`config.mk`:
```
export PLATFORM = sky130hd
export DESIGN_NAME = cam_match_encoder
export DESIGN_NICKNAME = d
export VERILOG_FILES = /design/src/rtl/cam_match_encoder.sv
export SDC_FILE = /design/constraint.sdc
export NUM_CORES = 1
export LEC_CHECK = 0
export ABC_CLOCK_PERIOD_IN_PS = 8210
export CAP_MARGIN = 20
export CORE_MARGIN = 2
export CORE_UTILIZATION = 33
export CTS_CLUSTER_DIAMETER = 50
export DETAILED_ROUTE_END_ITERATION = 6
export DONT_BUFFER_PORTS = 1
export PLACE_DENSITY_LB_ADDON = 0.05
export SETUP_SLACK_MARGIN = 0.3
export SYNTH_ARGS = -nofsm -noshare
export SYNTH_HDL_FRONTEND = slang
export SYNTH_SLANG_ARGS = --single-unit
export TNS_END_PERCENT = 30
```
`constraint.sdc`:
```
create_clock -name clk -period 8.21 [get_ports clk]
set_input_delay 0.821 -clock clk [delete_from_list [all_inputs] [get_ports clk]]
set_output_delay 0.821 -clock clk [all_outputs]
set_load 0.02 [all_outputs]
```
`src/rtl/cam_match_encoder.sv`:
```
// Turns a multi-hot CAM match vector into a stream of binary row indices, lowest row first.
// A vector is captured only in IDLE; ITER walks the pending bits one handshake at a time.
//
// state | meaning
// IDLE  | ready for a new match_vector, no output pending
// ITER  | presenting the lowest remaining pending row on out_addr
module cam_match_encoder #(
  parameter int CAM_DEPTH  = 8,
  parameter int ADDR_WIDTH = 3
) (
  input  logic                  clk,
  input  logic                  rst,
  input  logic                  match_valid,
  input  logic [CAM_DEPTH-1:0]  match_vector,
  output logic                  in_ready,
  output logic                  out_valid,
  input  logic                  out_ready,
  output logic [ADDR_WIDTH-1:0] out_addr,
  output logic                  out_last,
  output logic [ADDR_WIDTH:0]   match_count,
  output logic                  no_match
);

  localparam logic [0:0] S_IDLE = 1'b0;
  localparam logic [0:0] S_ITER = 1'b1;

  logic [0:0]            state;
  logic [CAM_DEPTH-1:0]  pending;
  logic [CAM_DEPTH-1:0]  pending_cleared;
  logic [ADDR_WIDTH-1:0] addr_enc;
  logic                  one_left;

  function automatic logic [ADDR_WIDTH:0] popcount(input logic [CAM_DEPTH-1:0] v);
    logic [ADDR_WIDTH:0] cnt;
    cnt = '0;
    for (int i = 0; i < CAM_DEPTH; i++) begin
      cnt = cnt + (ADDR_WIDTH+1)'(v[i]);
    end
    return cnt;
  endfunction

  // Highest-to-lowest scan so the lowest set row wins.
  always_comb begin
    addr_enc = '0;
    for (int i = CAM_DEPTH-1; i >= 0; i--) begin
      if (pending[i]) addr_enc = ADDR_WIDTH'(i);
    end
  end

  // x & (x-1) drops the lowest set bit; a zero result means only one bit was left.
  assign pending_cleared = pending & (pending - CAM_DEPTH'(1));
  assign one_left        = (pending != '0) && (pending_cleared == '0);

  assign in_ready  = (state == S_IDLE);
  assign out_valid = (state == S_ITER);
  assign out_addr  = addr_enc;
  assign out_last  = (state == S_ITER) && one_left;

  always_ff @(posedge clk) begin
    if (rst) begin
      state       <= S_IDLE;
      pending     <= '0;
      match_count <= '0;
      no_match    <= 1'b0;
    end else begin
      no_match <= 1'b0;
      case (state)
        S_IDLE: begin
          if (match_valid) begin
            pending     <= match_vector;
            match_count <= popcount(match_vector);
            if (match_vector != '0) state <= S_ITER;
            else                    no_match <= 1'b1;
          end
        end
        S_ITER: begin
          if (out_ready) begin
            pending <= pending_cleared;
            if (one_left) state <= S_IDLE;
          end
        end
        default: state <= S_IDLE;
      endcase
    end
  end

endmodule

```
==> run metrics <==
outcome finished clean; Pwr Density 187 mW/mm^2; CTS Buffer Depth 2; Critical Path Source Type input pin; hold_buf cts 0; drt initial violations 21; CP arrival 3.32 ns; n_diodes 0; Avg WL per Cell 15.0 um; Peak VDD IR 0.0893 mV; Resized cells post-CTS 0; ys flop type dfxtp_1; ys async rst share 0%; RD Place Congestion 0.688; most frequent cells in the layout 17 x inv_1, 14 x dfxtp_1, 13 x a21oi_1, 11 x nand2_1, 6 x nor3_1; largest net degree at the start of global routing 15; switching fraction of total power 34.1%; worst skew pair latency 0.28 ns; Design Power 0.188 mW; worst stage delay on the critical path 0.52 ns; most common cell after layout, fill and taps aside inv_1; final setup fails 0; Layout Area Growth over Synthesis 5.53%; Port Buf Inserts 0; total CTS buffers 3; Routed WL 2160 um; Hold Fails Final Rpt 0; period utilisation layout 37.8%; Crit Path Category in -> reg; CP Capture Type flop; Cell Rows 19; die footprint 0.00333 sq mm; Max Freq 323 MHz; CP required 8.42 ns; RSZ-0062 raised after global routing no; Gate Count Post-Synth 113; H-tree depth 1; vias in the first global route 808; Avg Inst Size Synth 8.42 sq um; io pins 23; CP top delay family adder cells; Mapped Nets 133; Starting Density 34.5%; Sw Pwr 0.0641 mW; Final Critical Period 3.10 ns; core area 0.00276 sq mm; Root Buffer clkbuf_4; number of remaining DRC errors 0; die height 57.7 um; ANT nets after route 0; Final HPWL DP 1690 um; Pins Over Slew Limit 0; Die X 57.7 um; Setup Skew 0.00506 ns; Max-cap violations 0; initial antenna violation count 0; CP bufs+invs 3; Netlist cell types 33; Rel. slew slack 33.2%; DR vias/cell 5.36; Setup Fix Bufs, Post-CTS 0; power share of the sequential group 44.8%; yosys warns 0; first-pass GRT wire length 3810 um; combinational power share 28.2%; clk slew on worst S/H paths 0.09 ns; Post-synth EDFFs 0; Sink Count 14; CP Cell Sequence fa_1 > inv_1 > fa_1 > fa_1 > inv_1 > ha_1 > inv_1 > fa_1 > xnor2_1 > nand2_1 > a21oi_1; Worst-Margin Slew 0.999 ns; via count 772; CTS tree built; Nets 134; worst hold path type reg -> reg; Top cell by count, worst path fa_1; global-route usage over all layers 14.8%; Setup Total Neg Slack 0 ns; Clock Power Share 26.9%; LEAKAGE 0.409 nW; Yosys reg bits 14; Seq/Total Area, Yosys 29.5%; drt pass-1 iters 4; Slowest-stage cell, CP fa_1; worst-path fanout max 3; GRT overflow 0; Int Pwr 0.124 mW; Mapped Area 951 sq um; layout cells sized above 1 7.08%
[cells in the mapped netlist, drive strengths merged (2+ instances only)]
master | instances | area share (%)
a211oi | 3 | 2.9
a21oi | 13 | 6.8
and3 | 3 | 2.0
clkbuf | 3 | 1.2
dfxtp | 14 | 29
fa | 4 | 8.4
ha | 4 | 5.3
inv | 17 | 6.7
mux2i | 2 | 2.1
nand2 | 11 | 4.3
nand2b | 3 | 2.0
nand3 | 3 | 1.6
nand4 | 2 | 1.3
nor2 | 4 | 1.6
nor3 | 6 | 3.2
o211ai | 2 | 1.6
o21ai | 2 | 1.1
o21bai | 2 | 1.6
xnor2 | 2 | 1.8
[power groups by stage]
stage | Sequential, mW | Combinational, mW | Clock [mW]
CTS | 0.0843 | 0.0539 | 0.0532
finish | 0.0841 | 0.0530 | 0.0505
global placement | 0.0858 | 0.0535 | 0
detailed placement | 0.0859 | 0.0534 | 0
global route | 0.0856 | 0.0623 | 0.0564
floorplan | 0.0828 | 0.0481 | 0
[registers in the layout (all words and copies together) (netlist names)]
signal	flops
pending	8
match_count	4
no_match	1
out_valid	1
[stage by stage]
stage	util, %	instances	area, sq um	hold WS [ns]	worst slack, ns
4_1_cts	36.4	144	1000	0.563	5.11
5_1_grt	36.4	144	1000	0.561	4.97
6_report	36.4	144	1000	0.554	5.11
3_5_place_dp	35.1	140	967	0.544	4.84
2_1_floorplan	-	113	951	0.512	4.94
3_3_place_gp	35.1	140	967	0.545	4.85
[routing by layer]
metal	global-route usage (%)	routed length, um	vias to the layer above
met4	2.99	15	0
li1	-	-	391
met1	21.2	1090	359
met5	0	0	-
met2	21.8	894	20
met3	5.13	153	2
[final timing paths]
kind	startpoint	endpoint	slack (ns)	cells past startpoint
min reg2reg	match_count[2]	match_count[2]	0.55	2
max	match_vector[0]	match_count[2]	5.11	11
min	match_count[2]	match_count[2]	0.55	2
max reg2reg	out_valid	pending[7]	6.44	3
[kinds of logic after synthesis]
kind of cell | Yosys count | share of synthesized area, %
buffers and inverters | 21 | 9.08
AND/OR/NAND/NOR | 38 | 22.5
flip-flops | 14 | 29.5
XOR/XNOR | 2 | 1.84
adder cells (fa/ha/maj) | 9 | 14.7
multiplexers | 2 | 2.11
AO/OA/AOI/OAI | 27 | 20.3
[worst register-to-register path: cells and delay by family (launching register included)]
kind / cells / cell delay (ns)
muxes: 1 / 0.16
DFF: 1 / 0.47
and+or+nand+nor: 1 / 0.84
AOI/OAI and AO/OA: 1 / 0.22
[area by class of cell]
class | count | area [sq um]
fill | 301 | 1750
multi-input combinational | 78 | 584
sequential | 14 | 280
inverter | 17 | 63.8
tap | 31 | 38.8
clock buffer | 4 | 36.3
(Power assumes the default switching activity.)
